<file path="src/rtl/operand_extend_pipe_if.sv">
// Handshake bundle for operand_extend_pipe: operand input side, extended output
// side and the running accepted-operand count.
interface operand_extend_pipe_if #(
    parameter int OUT_W = 64,
    parameter int CNT_W = 16
);
    logic [OUT_W-1:0] X;
    logic [1:0]       Prec;
    logic             Signed;
    logic             in_valid;
    logic             in_ready;
    logic [OUT_W-1:0] Y;
    logic [1:0]       Y_prec;
    logic             out_valid;
    logic             out_ready;
    logic [CNT_W-1:0] accepted;

    // Producer/consumer side that drives operands and accepts results.
    modport master (
        output X, Prec, Signed, in_valid, out_ready,
        input  in_ready, Y, Y_prec, out_valid, accepted
    );

    // The extension pipe itself.
    modport slave (
        input  X, Prec, Signed, in_valid, out_ready,
        output in_ready, Y, Y_prec, out_valid, accepted
    );
endinterface

</file>
<file path="src/rtl/operand_extend_pipe.sv">
// Sign/zero-extends a right-aligned operand of selectable precision to OUT_W bits
// and buffers the result with its precision tag in a 2-entry FIFO.
module operand_extend_pipe #(
    parameter int OUT_W = 64,
    parameter int W0    = 8,
    parameter int W1    = 16,
    parameter int W2    = 32,
    parameter int W3    = 48,
    parameter int CNT_W = 16
) (
    input  logic                 clk,
    input  logic                 rst,
    operand_extend_pipe_if.slave bus
);
    localparam int ENT_W = OUT_W + 2;

    logic [OUT_W-1:0] ext_cand [4];
    logic [ENT_W-1:0] new_entry;

    logic [ENT_W-1:0] head_reg,     head_next;
    logic [ENT_W-1:0] tail_reg,     tail_next;
    logic [1:0]       count_reg,    count_next;
    logic [CNT_W-1:0] accepted_reg, accepted_next;

    logic in_ready_int;
    logic out_valid_int;
    logic push;
    logic pop;

    // One extension candidate per selectable precision; Prec picks among them.
    genvar gi;
    generate
        for (gi = 0; gi < 4; gi++) begin : g_ext
            localparam int WG = (gi == 0) ? W0 : (gi == 1) ? W1 : (gi == 2) ? W2 : W3;
            if (WG >= OUT_W) begin : g_full
                assign ext_cand[gi] = bus.X;
            end else begin : g_part
                assign ext_cand[gi] = {{(OUT_W - WG){bus.Signed & bus.X[WG-1]}}, bus.X[WG-1:0]};
            end
        end
    endgenerate

    assign new_entry = {bus.Prec, ext_cand[bus.Prec]};

    // Readiness comes purely from registered occupancy, never from out_ready.
    assign in_ready_int  = (count_reg != 2'd2);
    assign out_valid_int = (count_reg != 2'd0);
    assign push          = bus.in_valid & in_ready_int;
    assign pop           = out_valid_int & bus.out_ready;

    always_comb begin
        head_next     = head_reg;
        tail_next     = tail_reg;
        count_next    = count_reg;
        accepted_next = push ? accepted_reg + CNT_W'(1) : accepted_reg;
        case (count_reg)
            2'd0: begin
                if (push) begin
                    head_next  = new_entry;
                    count_next = 2'd1;
                end
            end
            2'd1: begin
                if (push && pop) begin
                    head_next = new_entry;
                end else if (push) begin
                    tail_next  = new_entry;
                    count_next = 2'd2;
                end else if (pop) begin
                    // Head keeps its last value so Y never goes unknown when empty.
                    count_next = 2'd0;
                end
            end
            2'd2: begin
                if (pop) begin
                    head_next  = tail_reg;
                    count_next = 2'd1;
                end
            end
            default: begin
                count_next = 2'd0;
            end
        endcase
    end

    always_ff @(posedge clk or posedge rst) begin
        if (rst) begin
            head_reg     <= '0;
            tail_reg     <= '0;
            count_reg    <= 2'd0;
            accepted_reg <= '0;
        end else begin
            head_reg     <= head_next;
            tail_reg     <= tail_next;
            count_reg    <= count_next;
            accepted_reg <= accepted_next;
        end
    end

    assign bus.in_ready  = in_ready_int;
    assign bus.out_valid = out_valid_int;
    assign bus.Y         = head_reg[OUT_W-1:0];
    assign bus.Y_prec    = head_reg[ENT_W-1:OUT_W];
    assign bus.accepted  = accepted_reg;
endmodule

</file>
<file path="src/flat_wrapper.sv">
// flat-port wrapper written by rule: the top's interface ports become plain ports
module operand_extend_pipe_flat 
#(
    parameter int OUT_W = 64,
    parameter int W0    = 8,
    parameter int W1    = 16,
    parameter int W2    = 32,
    parameter int W3    = 48,
    parameter int CNT_W = 16
)
  (clk, rst, bus_X, bus_Prec, bus_Signed, bus_in_valid, bus_out_ready, bus_in_ready, bus_Y, bus_Y_prec, bus_out_valid, bus_accepted);
  operand_extend_pipe_if #(.OUT_W(OUT_W), .CNT_W(CNT_W)) bus_i ();
  input  logic clk;
  input  logic rst;
  input wire logic [$bits(bus_i.X)-1:0] bus_X;
  input wire logic [$bits(bus_i.Prec)-1:0] bus_Prec;
  input wire logic [$bits(bus_i.Signed)-1:0] bus_Signed;
  input wire logic [$bits(bus_i.in_valid)-1:0] bus_in_valid;
  input wire logic [$bits(bus_i.out_ready)-1:0] bus_out_ready;
  output wire logic [$bits(bus_i.in_ready)-1:0] bus_in_ready;
  output wire logic [$bits(bus_i.Y)-1:0] bus_Y;
  output wire logic [$bits(bus_i.Y_prec)-1:0] bus_Y_prec;
  output wire logic [$bits(bus_i.out_valid)-1:0] bus_out_valid;
  output wire logic [$bits(bus_i.accepted)-1:0] bus_accepted;
  assign bus_i.X = bus_X;
  assign bus_i.Prec = bus_Prec;
  assign bus_i.Signed = bus_Signed;
  assign bus_i.in_valid = bus_in_valid;
  assign bus_i.out_ready = bus_out_ready;
  assign bus_in_ready = bus_i.in_ready;
  assign bus_Y = bus_i.Y;
  assign bus_Y_prec = bus_i.Y_prec;
  assign bus_out_valid = bus_i.out_valid;
  assign bus_accepted = bus_i.accepted;
  operand_extend_pipe #(.OUT_W(OUT_W), .W0(W0), .W1(W1), .W2(W2), .W3(W3), .CNT_W(CNT_W)) u_core (.clk(clk), .rst(rst), .bus(bus_i));
endmodule
</file>
<file path="config.mk">
export PLATFORM = sky130hd
export DESIGN_NAME = operand_extend_pipe_flat
export DESIGN_NICKNAME = d
export VERILOG_FILES = /design/src/rtl/operand_extend_pipe_if.sv /design/src/rtl/operand_extend_pipe.sv /design/src/flat_wrapper.sv
export SDC_FILE = /design/constraint.sdc
export NUM_CORES = 1
export LEC_CHECK = 0
export ABC_CLOCK_PERIOD_IN_PS = 6200
export BUFFER_PORTS_ARGS = -buffer_cell sky130_fd_sc_hd__buf_2
export CAP_MARGIN = 20
export CORE_MARGIN = 8
export CORE_UTILIZATION = 35
export CTS_CLUSTER_DIAMETER = 60
export DETAILED_ROUTE_END_ITERATION = 7
export PLACE_DENSITY = 0.55
export SLEW_MARGIN = 20
export SYNTH_ARGS = -nofsm -noshare
export SYNTH_HDL_FRONTEND = slang
export SYNTH_SLANG_ARGS = --single-unit
</file>
<file path="constraint.sdc">
create_clock -name clk -period 6.2 [get_ports clk]
set_clock_uncertainty 0.1 [all_clocks]
set_input_delay 0.93 -clock clk [delete_from_list [all_inputs] [get_ports clk]]
set_output_delay 0.93 -clock clk [all_outputs]
set_load 0.02 [all_outputs]
</file>
# After elaboration in Yosys (flattened, before gate mapping)
# Index checks and enable logic that the tools add are counted.
totals:
  regBits: 150
  latchBits: 0
  ram_bits: 0
  romBits: 0
  out_inout_bits: 84
  elab_cells: 42
  n_memories: 0
classes:
  n_addsub: 1
  multipliers: 0
  n_div: 0
  magnitude_cmp: 1
  eq_ne: 8
  shift: 0
  n_mux: 13
  bitwise: 8
  reduce_logical: 7
ops:
  columns: ["operator", "n"]
  rows:
  - ["2-to-1 mux 66 bit", 3]
  - ["one-hot mux 66 bit (3 select lines)", 1]
  - ["binary-select mux 64 bit (select 2 bit)", 1]
  - ["2-to-1 mux 64 bit", 2]
  - ["adder 16 x 1 -> 16 bit, second input constant", 1]
  - ["2-to-1 mux 2 bit", 5]
  - ["AND reduction 4 bit", 2]
  - ["bitwise AND 1 bit", 6]
  - ["inequality test 2 x 1 -> 1 bit, second input constant", 3]
  - ["one-hot mux 2 bit (3 select lines)", 1]
  - ["inequality test 2 bit, second input constant", 2]
  - [">= comparator 3 bit, second input constant", 1]
  - ["inequality test 3 x 1 -> 1 bit, second input constant", 1]
  - ["NOT 2 -> 3 bit", 1]
  - ["AND reduction 3 bit", 1]
  - ["nonzero test 3 bit", 1]
  - ["== test 2 x 1 -> 1 bit, second input constant", 1]
  - ["== test 2 bit, second input constant", 1]
  - ["zero test 2 bit", 1]
  - ["nonzero test 2 bit", 1]
  - ["logical AND 1 bit", 1]
  - ["NOT 1 bit", 1]

# Longest topological paths before layout
# Gate-level depths: netlist (run 1).
logic_depth:
  depth_word: 6
  ltp_mapped: 7
  mapped_depth_nobuf: 5

# Worst setup path after synthesis (run 1)
# Ideal clock, no wire load.
synth_timing:
  kind: "in2reg"
  start: "in bus_Prec[0]"
  end: "reg u_core.head_reg[32]"
  setup_time_ns: 0.135
  arrival_ns: 1.990
  setup_slack_ns: 3.975
  cell_stages: 6
  path_buffers: 3
  path_cell_list: "buf_4 > and2_1 > buf_2 > buf_2 > a2111oi_0 > o31ai_1"
synth_between:
  elab_chain_len: 6
  word_cells_on_any_way: 7
  cone_classes: "mux: 6; bitwise: 1"
synth_lines:
  columns: ["item", "line_no", "rtl"]
  rows:
  - ["from (decl)", "flat_wrapper.sv:16", "input wire logic [$bits(bus_i.Prec)-1:0] bus_Prec;"]
  - ["NOT 2 -> 3 bit (implied by the code) *", "operand_extend_pipe.sv:43", "assign new_entry = {bus.Prec, ext_cand[bus.Prec]};"]
  - ["binary-select mux 64 bit (select 2 bit) *", "operand_extend_pipe.sv:43", null]
  - ["2-to-1 mux 64 bit (implied by the code) * (2 in a row)", "operand_extend_pipe.sv:43", null]
  - ["2-to-1 mux 66 bit (on tied branches)", "operand_extend_pipe.sv:64, operand_extend_pipe.sv:58", null]
  - ["one-hot mux 66 bit (3 select lines) *", "operand_extend_pipe.sv:56", "case (count_reg)"]
  - ["to (signal assigned)", "operand_extend_pipe.sv:93", "head_reg <= head_next;"]
  - ["to (decl)", "operand_extend_pipe.sv:20", "logic [ENT_W-1:0] head_reg, head_next;"]
# Mark *: on every way between the ends. The rest lies on a longest branch, timed or not. The select of a mux whose other input is x is not followed.
# A chain may end at the register's enable or synchronous reset.

# Final worst setup path (run 1)
layout_timing:
  start: "in bus_Prec[1]"
  end: "reg u_core.head_reg[32]"
# Same word-level chain as after synthesis.

==> reports/metrics.yaml, run 1 <==
synth:
  synth_fa_ha_area_share_pct: 0.218
  synth_ff_type: "dfrtp_1"
  synthSimpleGateAreaFrac_pct: 18.2
  synth_top_area_share_pct: 52.2
  synth_common_cells: "120 x dfrtp_1, 76 x nor2_1, 72 x nand2_1"
  syn_area_um2: 5750
  synthXorXnorAreaFrac_pct: 2.28
  synth_edf_count: 0
  synthTopCellsByArea: "dfrtp_1 52%, nor2_1 5.0%, nand2_1 4.7%"
  synth_nets: 653
  synth_top_family_by_area: "simple AND/OR/NAND/NOR gates"
  synth_area_per_cell_um2: 9.90
  ys_seq_area_share_pct: 52.2
  syn_inst: 581
  yosysUniqueCellTypes: 45
  yosys.area.top_type: "dfrtp_1"
  synthArstFlopShare_pct: 100
  ys_seq_elements: 120
  synth_most_common_cell: "dfrtp_1"
  synth_compound_area_share_pct: 15.7
  yosys_warnings: 0
  muxShareOfSynthArea_pct: 4.68
setup_path:
  crit_buf_inv: 1
  slowest_stage: "and3b_1"
  endpoint_kind: "flop"
  crit_cells: 5
  path_delay_family: "simple AND/OR/NAND/NOR gates"
  crit_path_max_incr_delay_ps: 750
  setup.worst_path.start_class: "primary input"
  worst_ep_arrival_time_ps: 3140
  required_ps: 6410
  path_cells: "buf_2, mux2_4, and3b_1, a2111oi_0, o31ai_1"
  ff2ff_setup_slack_ps: 3480
  reg2regPathDepth: 5
  crit_type: "primary input to flop"
  critPathMaxFanout: 49
place:
  dp_slack_ps: 2790
  dpl.cell_count: 881
  io_buffers: 138
  place_hpwl_mm: 9.65
  gp_congestion: 0.720
die:
  start_util_pct: 35.2
  die_w_um: 144
  dieArea_um2: 20800
  io_pins: 155
  rows: 47
  core_area_um2: 16300
  die_h_um: 144
clock_network:
  cts_sinks: 120
  cts_resized: 0
  cts_buffers: 17
  cts_tree: "done"
  cts_root_buf: "clkbuf_16"
  postCtsHoldBufs: 0
  clkTransAtPathRegs_ps: 60
  insertion_delay_ps: 410
  cts_buffer_depth: 2
  cts_max_level: 4
  post_cts_buffers: 0
global_route:
  grt_pass1_vias: 4605
  grt_antenna_before_repair: 2
  grt_max_degree: 94
  grt-ovfl-total: 0
  grt_util_all_layers_pct: 14.9
  grt_pass1_wl_mm: 24.3
routing:
  vias: 4596
  route.detailed.drc: 0
  firstDrtPassIters: 4
  vias_per_cell: 5.03
  drtAntennaViolNets: 0
  wl_mm: 15.0
  wl_per_cell_um: 16.4
  drt_iter0_drc: 189
layout:
  utilization_pct: 42.8
  fillers: 1644
  nNetsFinal: 753
  synthToLayoutAreaGrowth_pct: 21.8
  drive_gt1_share_pct: 29.6
  finalNonFillerCells: 914
timing:
  drv_slew: 0
  tightest_slew_ps: 1020
  setup_viol_count_final: 0
  rsz0062_at_grt: "no"
  min_period_ps: 2930
  clock.fmax_mhz: 341
  period_share_pct: 47.3
  finalHoldViolCount: 0
  setup_ws_ps: 3270
  relSlewSlack_pct: 32.1
  setup_tns_ps: 0
run:
  cap_violations: 0
power:
  pwr_density_cell_nw_per_um2: 422
  ir_worst_vdd_uv: 219
  power.leakage_nw: 3.28
hold_path:
  min_path_cells: 2
  hold_path_class: "flop to flop"
status:
  outcome: "finished, final reports clean"
==> cell families (layout without fill, tap and decap cells) <==
| kind of cell | after synthesis | after routing |
|---|---|---|
| simple gates | 204 | 204 |
| xor+xnor | 15 | 15 |
| fa+ha+maj | 1 | 1 |
| buf+inv | 69 | 181 |
| mux | 25 | 25 |
| compound gates | 147 | 147 |
| other cells | 0 | 1 |
| flops | 120 | 120 |
==> worst paths after layout <==
| path | from | endpoint |
|---|---|---|
| setup / recovery | bus_Prec[1] | u_core.head_reg[32] |
| hold / removal | u_core.head_reg[43] | u_core.head_reg[43] |
| setup reg to reg | u_core.count_reg[1] | u_core.head_reg[31] |
| hold reg to reg | u_core.head_reg[43] | u_core.head_reg[43] |
| max in group asynchronous | rst | u_core.head_reg[22] |
| min in group asynchronous | rst | u_core.head_reg[38] |
==> power breakdown <==
part | switching, mW | internal, mW
Sequential | 0.153 | 1.04
Clock | 0.342 | 0.606
Combinational | 0.515 | 0.307
==> cell usage in the layout (no fill, tap or decap), types with 11 or more instances in the layout <==
master and n:
nor2_1 76, xnor2_1 11, o31ai_1 32, dfrtp_1 120, a211oi_1 15, o21ai_0 37
a31oi_1 24, buf_2 138, nand2_1 72, mux2i_1 13, mux2_2 11, nand3_1 15
clkbuf_16 17, a21oi_1 33
==> layout make-up <==
class	count	area [um2]	area share [%]
Antenna cell	1	2.50	0.0357
Clock buffer	22	464	6.63
Clock inverter	9	100	1.43
Inverter	5	21.3	0.304
Multi-Input combinational cell	392	2380	34.0
Sequential cell	120	3000	42.9
Tap cell	220	275	3.93
Timing Repair Buffer	145	756	10.8
==> metal layers <==
layer / part of all wire [%] / GRT usage, % / up-vias
li1: - / - / 2235
met1: 43 / 18.4 / 2233
met2: 49 / 23.9 / 108
met3: 6.7 / 4.69 / 16
met4: 1.1 / 5.81 / 4
met5: 0.11 / 0 / -
==> worst reg2reg max path, cell delays in order (launching register included) <==
cell	delay, ps
dfrtp_1	410
mux2i_1	360
a2bb2oi_4	780
buf_4	650
a21oi_1	90
a22o_1	220
==> through the flow <==
step | hold WS [ps] | cell area [um2] | power (mW)
4_1_cts | 375 | 6980 | 3.00
2_1_floorplan | 380 | 5750 | 1.78
3_3_place_gp | 357 | 6420 | 2.01
5_1_grt | 396 | 7000 | 3.14
6_report | 371 | 7000 | 2.96
3_5_place_dp | 364 | 6420 | 2.04
No activity file was read; power rests on OpenSTA's default activity.
==> run 2: changes to the inputs <==
ABC_AREA = 1   (was not set)
ABC_CLOCK_PERIOD_IN_PS = 2640   (was 6200)
PLACE_DENSITY = 0.57   (was 0.55)
clock period = 2.64 ns   (was 6.2 ns; I/O delays follow)
==> run 2 against run 1 <==
Net effect:
- utilization rose by 0.69 points
- synthesized cell count rose by 37%
- register-to-register slack got worse by 2900 ps
- first-iteration DRC count rose by 45%
- global-route usage rose by 0.14 points
- routed wire length rose by 7.2%
- clock-buffer cell count rose by 3
- clock power rose to 2.7 times the previous value
- sequential share of layout area fell by 2.4 points
- critical path type is now flop to primary output
- largest cell class unchanged
- highest routed layer unchanged
==> reports/metrics.yaml, run 2 <==
synth:
  yosysUniqueCellTypes: 26  # -42%
  syn_inst: 794  # +37%
  synth_most_common_cell: "nand2_1"
  synth_edf_count: 0  # unchanged
  ys_seq_elements: 120  # unchanged
  synth_ff_type: "dfrtp_1"
  ys_seq_area_share_pct: 49.8  # -2.4 points
  synthTopCellsByArea: "dfrtp_1 50%, nand2_1 18%, nor2_1 8.6%"
  synth_area_per_cell_um2: 7.60  # -23%
  synth_common_cells: "288 x nand2_1, 139 x nor2_1, 120 x dfrtp_1"
  synthArstFlopShare_pct: 100  # unchanged
  syn_area_um2: 6030  # +4.9%
  yosys.area.top_type: "dfrtp_1"
  yosys_warnings: 0  # unchanged
  synth_nets: 866  # +33%
  synth_top_area_share_pct: 49.8  # -2.4 points
routing:
  drt_iter0_drc: 274  # +45%
  drtAntennaViolNets: 0  # unchanged
  route.detailed.drc: 0  # unchanged
  firstDrtPassIters: 5  # +1
  vias: 5294  # +15%
  vias_per_cell: 4.65  # -7.5%
  wl_mm: 16.1  # +7.2%
  wl_per_cell_um: 14.2  # -14%
global_route:
  grt_pass1_vias: 5151  # +12%
  grt_util_all_layers_pct: 15.0  # +0.14 points
  grt_antenna_before_repair: 4  # +2
  grt-ovfl-total: 0  # unchanged
  grt_max_degree: 93  # -1.1%
  grt_pass1_wl_mm: 26.3  # +8.1%
clock_network:
  cts_tree: "done"
  cts_buffers: 17  # unchanged
  cts_max_level: 4  # unchanged
  insertion_delay_ps: 410  # about the same
  postCtsHoldBufs: 0  # unchanged
  cts_sinks: 120  # unchanged
  cts_root_buf: "clkbuf_16"
  cts_resized: 0  # unchanged
  post_cts_buffers: 0  # unchanged
  clkTransAtPathRegs_ps: 50  # about the same
  cts_buffer_depth: 2  # unchanged
layout:
  final_cell_mix: "286 x nand2_1, 139 x nor2_1, 138 x buf_2, 120 x dfrtp_1, 40 x a31oi_1"
  finalNonFillerCells: 1138  # +25%
  synthToLayoutAreaGrowth_pct: 23.1
  nNetsFinal: 970  # +29%
  fillers: 1781  # +8.3%
  drive_gt1_share_pct: 21.0  # -8.6 points
  layout_commonest_cell: "nand2_1"
timing:
  rsz0062_at_grt: "no"
  min_period_ps: 2420
  clock.fmax_mhz: 413
  finalHoldViolCount: 0  # unchanged
  period_share_pct: 91.6
  tightest_slew_ps: 600  # -416 ps
  drv_slew: 0  # unchanged
  setup_ws_ps: 221  # -3050 ps
  relSlewSlack_pct: 60.0  # +28 points
  setup_tns_ps: 0  # unchanged
  setup_viol_count_final: 0  # unchanged
setup_path:
  endpoint_kind: "primary output"
  setup.worst_path.start_class: "flop"
  path_delay_family: "buffers and inverters"
  crit_buf_inv: 3  # +2
  crit_path_max_incr_delay_ps: 530  # -220 ps
  required_ps: 2140  # -4270 ps
  critPathMaxFanout: 57  # +16%
  crit_type: "flop to primary output"
  worst_ep_arrival_time_ps: 1920  # -1220 ps
  path_cells: "inv_1, nand2_4, buf_4, buf_2"
  slowest_stage: "buf_4"
place:
  gp_congestion: 0.747  # +3.8%
  dp_slack_ps: 609  # -2190 ps
  io_buffers: 138  # unchanged
  dpl.cell_count: 1104  # +25%
  place_hpwl_mm: 10.4  # +7.8%
die:
  dieArea_um2: 21700  # +4.3%
  core_area_um2: 17100  # +4.3%
  die_h_um: 147  # +2.1%
  io_pins: 155  # unchanged
  die_w_um: 147  # +2.1%
  start_util_pct: 35.4  # +0.18 points
  rows: 48  # +2.1%
run:
  cap_violations: 0  # unchanged
power:
  ir_worst_vdd_uv: 476  # +120%
  power.leakage_nw: 4.01  # +22%
  pwr_density_cell_nw_per_um2: 1220  # +190%
hold_path:
  hold_path_class: "primary input to async pin"
status:
  outcome: "finished, final reports clean"
[run 2: worst reg2reg max path, delay by kind of cell (launching register included)]
| family | cells | cell delay, ps |
|---|---|---|
| simple gates | 5 | 690 |
| buf+inv | 3 | 540 |
| flops | 1 | 400 |
| compound gates | 1 | 160 |
[run 2: final cells by class]
type / instances / area [um2] / share of cell area (%)
Sequential cell: 120 / 3000 / 40.4
Multi-Input combinational cell: 574 / 2510 / 33.8
Timing Repair Buffer: 151 / 838 / 11.3
Clock buffer: 25 / 495 / 6.67
Tap cell: 225 / 282 / 3.79
Clock inverter: 7 / 163 / 2.19
Inverter: 34 / 133 / 1.79
Antenna cell: 2 / 5.00 / 0.0674
[run 2: worst paths after layout]
| kind | slack [ps] | to | cells past startpoint | startpoint |
|---|---|---|---|---|
| hold reg to reg | 370 | u_core.head_reg[20] | 2 | u_core.head_reg[20] |
| hold / removal | 8 | u_core.bus.accepted[7] | 3 | rst |
| max in group asynchronous | 2020 | u_core.head_reg[38] | 3 | rst |
| setup reg to reg | 620 | u_core.head_reg[37] | 9 | u_core.count_reg[0] |
| min in group clk | 110 | u_core.tail_reg[5] | 3 | bus_X[5] |
| setup / recovery | 220 | bus_in_ready | 4 | u_core.count_reg[0] |
[run 2: cell families after synthesis]
group                    after synthesis  synth area share, %
buffers and inverters                100                 8.92
flip-flops                           120                 49.8
adder cells (fa/ha/maj)                1                0.207
AND/OR/NAND/NOR                      489                 32.7
XOR/XNOR                               9                 1.31
AO/OA/AOI/OAI                         75                 7.05
[run 2: layer usage]
layer	up-vias	routed length [um]	GRT usage [%]
li1	2728	-	-
met1	2422	7480	18.9
met2	123	7420	23.5
met3	17	1040	5.32
met4	4	143	5.10
met5	-	24	0
[run 2: power breakdown]
group / switching [mW] / total (mW) / internal [mW]
clock network: 0.825 / 2.60 / 1.78
registers: 0.462 / 3.13 / 2.67
logic: 2.20 / 3.33 / 1.13
total: 3.49 / 9.06 / 5.57
[run 2: through the flow]
stage | hold WS [ps] | instance area [um2] | util (%) | power [mW]
after detailed placement | 359 | 6760 | 39.6 | 6.54
final | 8.38 | 7430 | 43.5 | 9.06
after global routing | 46.8 | 7430 | 43.5 | 9.75
after CTS | 11.3 | 7420 | 43.5 | 9.20
after floorplan | 353 | 6040 | - | 5.62
after global placement | 358 | 6760 | 39.6 | 6.49
